<file path="src/rtl/ex_div_pkg.sv">
// Shared encodings and sizes for the EX-stage multi-cycle divider.
package ex_div_pkg;

  localparam int DIV_STEPS = 32;
  localparam int RESULT_W  = 64;

  typedef enum logic [1:0] {
    DivFree   = 2'b00,
    DivByZero = 2'b01,
    DivOn     = 2'b10,
    DivEnd    = 2'b11
  } div_state_e;

endpackage

</file>
<file path="src/rtl/ex_div.sv">
// EX-stage restoring divider (signed/unsigned), one quotient bit per cycle; stalls the pipe while busy.
// Optional macro DIV_ZERO_FAST_EN: a zero divisor finishes in two edges with a zero result.
module ex_div
  import ex_div_pkg::*;
#(
  parameter int DIV_W = DIV_STEPS
) (
  input  logic                 clk,
  input  logic                 resetn,
  input  logic                 start_i,
  input  logic                 signed_i,
  input  logic [DIV_W-1:0]     opdata1_i,
  input  logic [DIV_W-1:0]     opdata2_i,
  input  logic                 annul_i,
  output logic [2*DIV_W-1:0]   result_o,
  output logic                 ready_o,
  output logic                 stallreq_o
);

  localparam int CW = $clog2(DIV_W);

  div_state_e           state, state_nxt;
  logic [CW-1:0]        cnt;
  logic [2*DIV_W:0]     work, work_step;
  logic [DIV_W-1:0]     dvsr, op1_abs, op2_abs, quo, rem;
  logic [DIV_W:0]       diff;
  logic                 neg_q, neg_r, last;

  assign op1_abs = (signed_i & opdata1_i[DIV_W-1]) ? (~opdata1_i + 1'b1) : opdata1_i;
  assign op2_abs = (signed_i & opdata2_i[DIV_W-1]) ? (~opdata2_i + 1'b1) : opdata2_i;

  // work[2*DIV_W] is always 0 while stepping (partial remainder < 2^(DIV_W-1)),
  // so including it leaves the 33-bit trial subtract unchanged.
  assign diff      = {work[2*DIV_W], work[2*DIV_W-1:DIV_W]} - {1'b0, dvsr};
  assign work_step = diff[DIV_W] ? {work[2*DIV_W-1:0], 1'b0}
                                 : {diff[DIV_W-1:0], work[DIV_W-1:0], 1'b1};
  assign quo  = work_step[DIV_W-1:0];
  assign rem  = work_step[2*DIV_W:DIV_W+1];
  assign last = (cnt == CW'(DIV_W-1));

  assign stallreq_o = start_i & ~ready_o & ~annul_i;

  always_comb begin
    state_nxt = state;
    if (annul_i) begin
      state_nxt = DivFree;
    end else begin
      case (state)
        DivFree: begin
          if (start_i) begin
`ifdef DIV_ZERO_FAST_EN
            state_nxt = (opdata2_i == '0) ? DivByZero : DivOn;
`else
            state_nxt = DivOn;
`endif
          end
        end
        DivByZero: state_nxt = DivEnd;
        DivOn:     if (last) state_nxt = DivEnd;
        DivEnd:    if (!start_i) state_nxt = DivFree;
        default:   state_nxt = DivFree;
      endcase
    end
  end

  always_ff @(posedge clk or negedge resetn) begin
    if (!resetn) begin
      state    <= DivFree;
      cnt      <= '0;
      work     <= '0;
      dvsr     <= '0;
      neg_q    <= 1'b0;
      neg_r    <= 1'b0;
      result_o <= '0;
      ready_o  <= 1'b0;
    end else begin
      state   <= state_nxt;
      ready_o <= (state_nxt == DivEnd);
      if (!annul_i) begin
        case (state)
          DivFree: begin
            if (start_i) begin
              work  <= {{DIV_W{1'b0}}, op1_abs, 1'b0};
              dvsr  <= op2_abs;
              neg_q <= signed_i & (opdata1_i[DIV_W-1] ^ opdata2_i[DIV_W-1]);
              neg_r <= signed_i & opdata1_i[DIV_W-1];
              cnt   <= '0;
            end
          end
          DivOn: begin
            work <= work_step;
            cnt  <= cnt + 1'b1;
            if (last)
              result_o <= {(neg_r ? (~rem + 1'b1) : rem),
                           (neg_q ? (~quo + 1'b1) : quo)};
          end
          DivByZero: result_o <= '0;
          default: ;
        endcase
      end
    end
  end

endmodule

</file>
<file path="config.mk">
export PLATFORM = sky130hd
export DESIGN_NAME = ex_div
export DESIGN_NICKNAME = d
export VERILOG_FILES = /design/src/rtl/ex_div_pkg.sv /design/src/rtl/ex_div.sv
export SDC_FILE = /design/constraint.sdc
export NUM_CORES = 1
export LEC_CHECK = 0
export ABC_AREA = 1
export BUFFER_PORTS_ARGS = -buffer_cell sky130_fd_sc_hd__buf_4
export CORE_ASPECT_RATIO = 1.1
export CORE_MARGIN = 4
export CORE_UTILIZATION = 55
export DETAILED_ROUTE_END_ITERATION = 10
export GPL_TIMING_DRIVEN = 0
export PLACE_DENSITY = 0.88
export SLEW_MARGIN = 10
export SYNTH_ARGS = -nofsm -noshare
export SYNTH_HDL_FRONTEND = slang
export SYNTH_SLANG_ARGS = --single-unit
</file>
<file path="constraint.sdc">
create_clock -name clk -period 4 [get_ports clk]
set_input_delay 0.4 -clock clk [delete_from_list [all_inputs] [get_ports clk]]
set_output_delay 0.4 -clock clk [all_outputs]
set_load 0.01 [all_outputs]
</file>
==> impl_metrics.py <==
metrics = {
    "floorplanning": {
        "die_h_um": 169,
        "row_count": 58,
        "die_area_um2": 26200,
        "core_region_area_um2": 23100,
        "start_util_pct": 56.3,
        "fp.dieW_um": 155,
        "pin_count": 135,
    },
    "finish": {
        "final_common_cell": "nand2_1",
        "fin_area_um2": 15400,
        "finalNetCount": 2244,
        "diodes": 0,
        "utilization_pct": 66.6,
        "final_cell_mix": "nand2_1, inv_1, dfrtp_1",
        "drive_gt1_share_pct": 14.0,
        "area_delta_synth_final_pct": 18.2,
    },
    "clock_network": {
        "cts-buffers-inserted": 17,
        "root_buffer": "clkbuf_16",
        "clk_pin_slew_ns": 0.08,
        "cts.sinks": 171,
        "cts_tree": "done",
        "clockBufferDepth": 2,
        "clk_latency_ns": 0.45,
        "cts_max_level": 4,
    },
    "grt": {
        "grt_pass1_wl_mm": 68.7,
        "grt_pass1_vias": 13600,
        "track_usage_pct": 32.7,
        "antenna_found_initial": 0,
        "overflow": 0,
        "grt_start_max_net_pins": 97,
    },
    "outcome": {
        "status": "finished, final reports clean",
    },
    "power": {
        "p_seq_share_pct": 19.7,
        "switchingPower_w": 0.00667,
        "intPower_w": 0.00545,
        "switching_share_pct": 55.0,
        "peakVddDrop_v": 0.000472,
        "clkPwrFrac_pct": 14.6,
        "leakage_nw": 7.92,
        "powerDensity_nw_per_um2": 789,
        "comb_power_share_pct": 65.7,
        "total_power_w": 0.0121,
    },
    "sta": {
        "slew_violations": 0,
        "slew_headroom_pct": 46.3,
        "finalCritPeriodShare_pct": 96.1,
        "worstMarginPinSlew_ns": 0.806,
        "setup_viol": 0,
        "setup_tns_ns": 0,
        "fin_skew_ns": 0.0198,
        "hold_viol_final": 0,
        "fin_crit_ns": 3.84,
        "max_freq_mhz": 260,
    },
    "critical_path": {
        "path_max_fanout": 4,
        "crit_slowest_cell": "dfrtp_1",
        "critical_path_class": "reg -> reg",
        "critPathRequiredTime_ns": 4.34,
        "reg2regPathDepth": 27,
        "cp_slowest_stage_delay_ns": 0.40,
        "endpoint_kind": "flop",
        "worstSetupStartpointType": "flop",
        "crit_buf_inv": 5,
        "path_depth": 27,
        "cp_top_family": "simple AND/OR/NAND/NOR gates",
        "arrival_ns": 4.18,
    },
    "placed_design": {
        "port_buffers": 134,
        "place_hpwl_mm": 33.4,
        "gp_congestion": 0.979,
        "place_area_um2": 14400,
    },
    "flow_run": {
        "maxCapViolCount": 0,
    },
    "detailed_routing": {
        "wl_per_cell_um": 17.7,
        "first_iter_violations": 1291,
        "vias_per_cell": 5.76,
        "drc_errors": 0,
        "m1WireLength_mm": 16.4,
        "wirelength_mm": 43.4,
        "drtPass1Iterations": 6,
        "vias": 14100,
        "top_layer": "met4",
        "dr_wl_met2_mm": 21.1,
        "dr_wl_met3_mm": 2.75,
        "ant_nets": 0,
    },
    "hold_path": {
        "worstHoldPathCells": 3,
        "hold_class": "in -> reg",
    },
    "synth": {
        "seq_area_frac_synth_pct": 32.9,
        "synth_edf_count": 0,
        "netlist_area_um2": 13000,
        "ys_warn_count": 0,
        "ys.flop_type": "dfrtp_1",
        "synth_top_cell_by_area": "dfrtp_1",
        "ys_types": 53,
        "syn_area_per_cell_um2": 6.61,
        "ys_async_sr_fraction_pct": 100,
        "ys_top_cells_by_area": "dfrtp_1, nand2_1, inv_1, o21ai_0, nor2_1",
        "synthCells": 1968,
        "yosys.area.top_type_share_pct": 32.9,
        "synth_seq_cells": 171,
        "syn-num-nets": 2076,
    },
}
sequential cells by signal, summed over array words and instances (netlist names):
register and flops:
neg_q 1, ready_o 1, state 2, result_o 64
work 65, neg_r 1, dvsr 32, cnt 5
worst reg2reg max path: cells and delay by family (launching register included):
kind | cells | cell delay [ns]
AOI/OAI and AO/OA | 4 | 0.73
adders and majority gates | 3 | 0.67
buffers and inverters | 5 | 0.38
DFF | 1 | 0.40
and+or+nand+nor | 15 | 1.56
cell usage after synthesis, types with 26 or more instances:
cell type / instances
a21oi_1: 92
nor2_1: 173
clkbuf_1: 44
nand3_1: 92
dfrtp_1: 171
xor2_1: 45
ha_1: 38
o21ai_0: 169
nor3_1: 26
nand2_1: 620
inv_1: 243
o22ai_1: 31
power by group through the flow:
stage,clock network [W],registers [W],logic (W)
floorplan,0,0.00225,0.00568
global placement,0,0.00237,0.00731
detailed placement,0,0.00238,0.00745
CTS,0.00176,0.00235,0.00755
global route,0.00183,0.00241,0.00879
finish,0.00176,0.00239,0.00796
kinds of logic after synthesis:
family                   after synthesis  synth area share [%]
adder cells (fa/ha/maj)               39                  3.81
AO/OA/AOI/OAI                        357                  15.4
XOR/XNOR                              65                  4.38
AND/OR/NAND/NOR                     1022                  33.9
buffers and inverters                314                  9.60
flip-flops                           171                  32.9
layout make-up:
| cell class | instances | area [um2] |
|---|---|---|
| multi-input combinational | 1484 | 7690 |
| inverter | 253 | 950 |
| sequential | 171 | 4280 |
| clock inverter | 15 | 208 |
| buffer | 59 | 282 |
| fill | 2048 | 7710 |
| clock buffer | 17 | 425 |
| timing repair buffer | 150 | 1160 |
| tap | 300 | 375 |
metal layers:
layer	GRT usage [%]	vias to the layer above
li1	-	6694
met2	55.9	695
met1	39.0	6533
met4	21.3	0
met3	3.72	194
met5	0	-
final timing paths:
check / startpoint / end / slack (ns)
min in group asynchronous: resetn / cnt[4] / 0.52
worst max register to register: work[32] / result_o[24] / 0.16
worst min register to register: result_o[54] / result_o[54] / 0.48
max in group asynchronous: resetn / result_o[51] / 2.57
worst min-delay path: opdata2_i[12] / dvsr[12] / 0.25
worst max-delay path: work[32] / result_o[24] / 0.16
timing repair:
item / 4_1_cts / 5_1_grt
cloned: 1 / 0
endpoints found under the hold margin: 75 / 0
gates resized for setup: 7 / 35
buffers inserted: 4 / 10
pin swaps: 2 / 9
hold buffers: 1 / 0
endpoints found under the setup margin: 9 / 16
through the flow:
stage               hold WS [ns]  worst slack [ns]  instances
finish                     0.254             0.158       2449
global route               0.271           -0.0728       2449
CTS                        0.256            0.0450       2439
detailed placement         0.417             -1.06       2403
global placement           0.463             -1.01       2402
floorplan                  0.104            0.0815       1968
No activity file was read; power rests on OpenSTA's default activity.
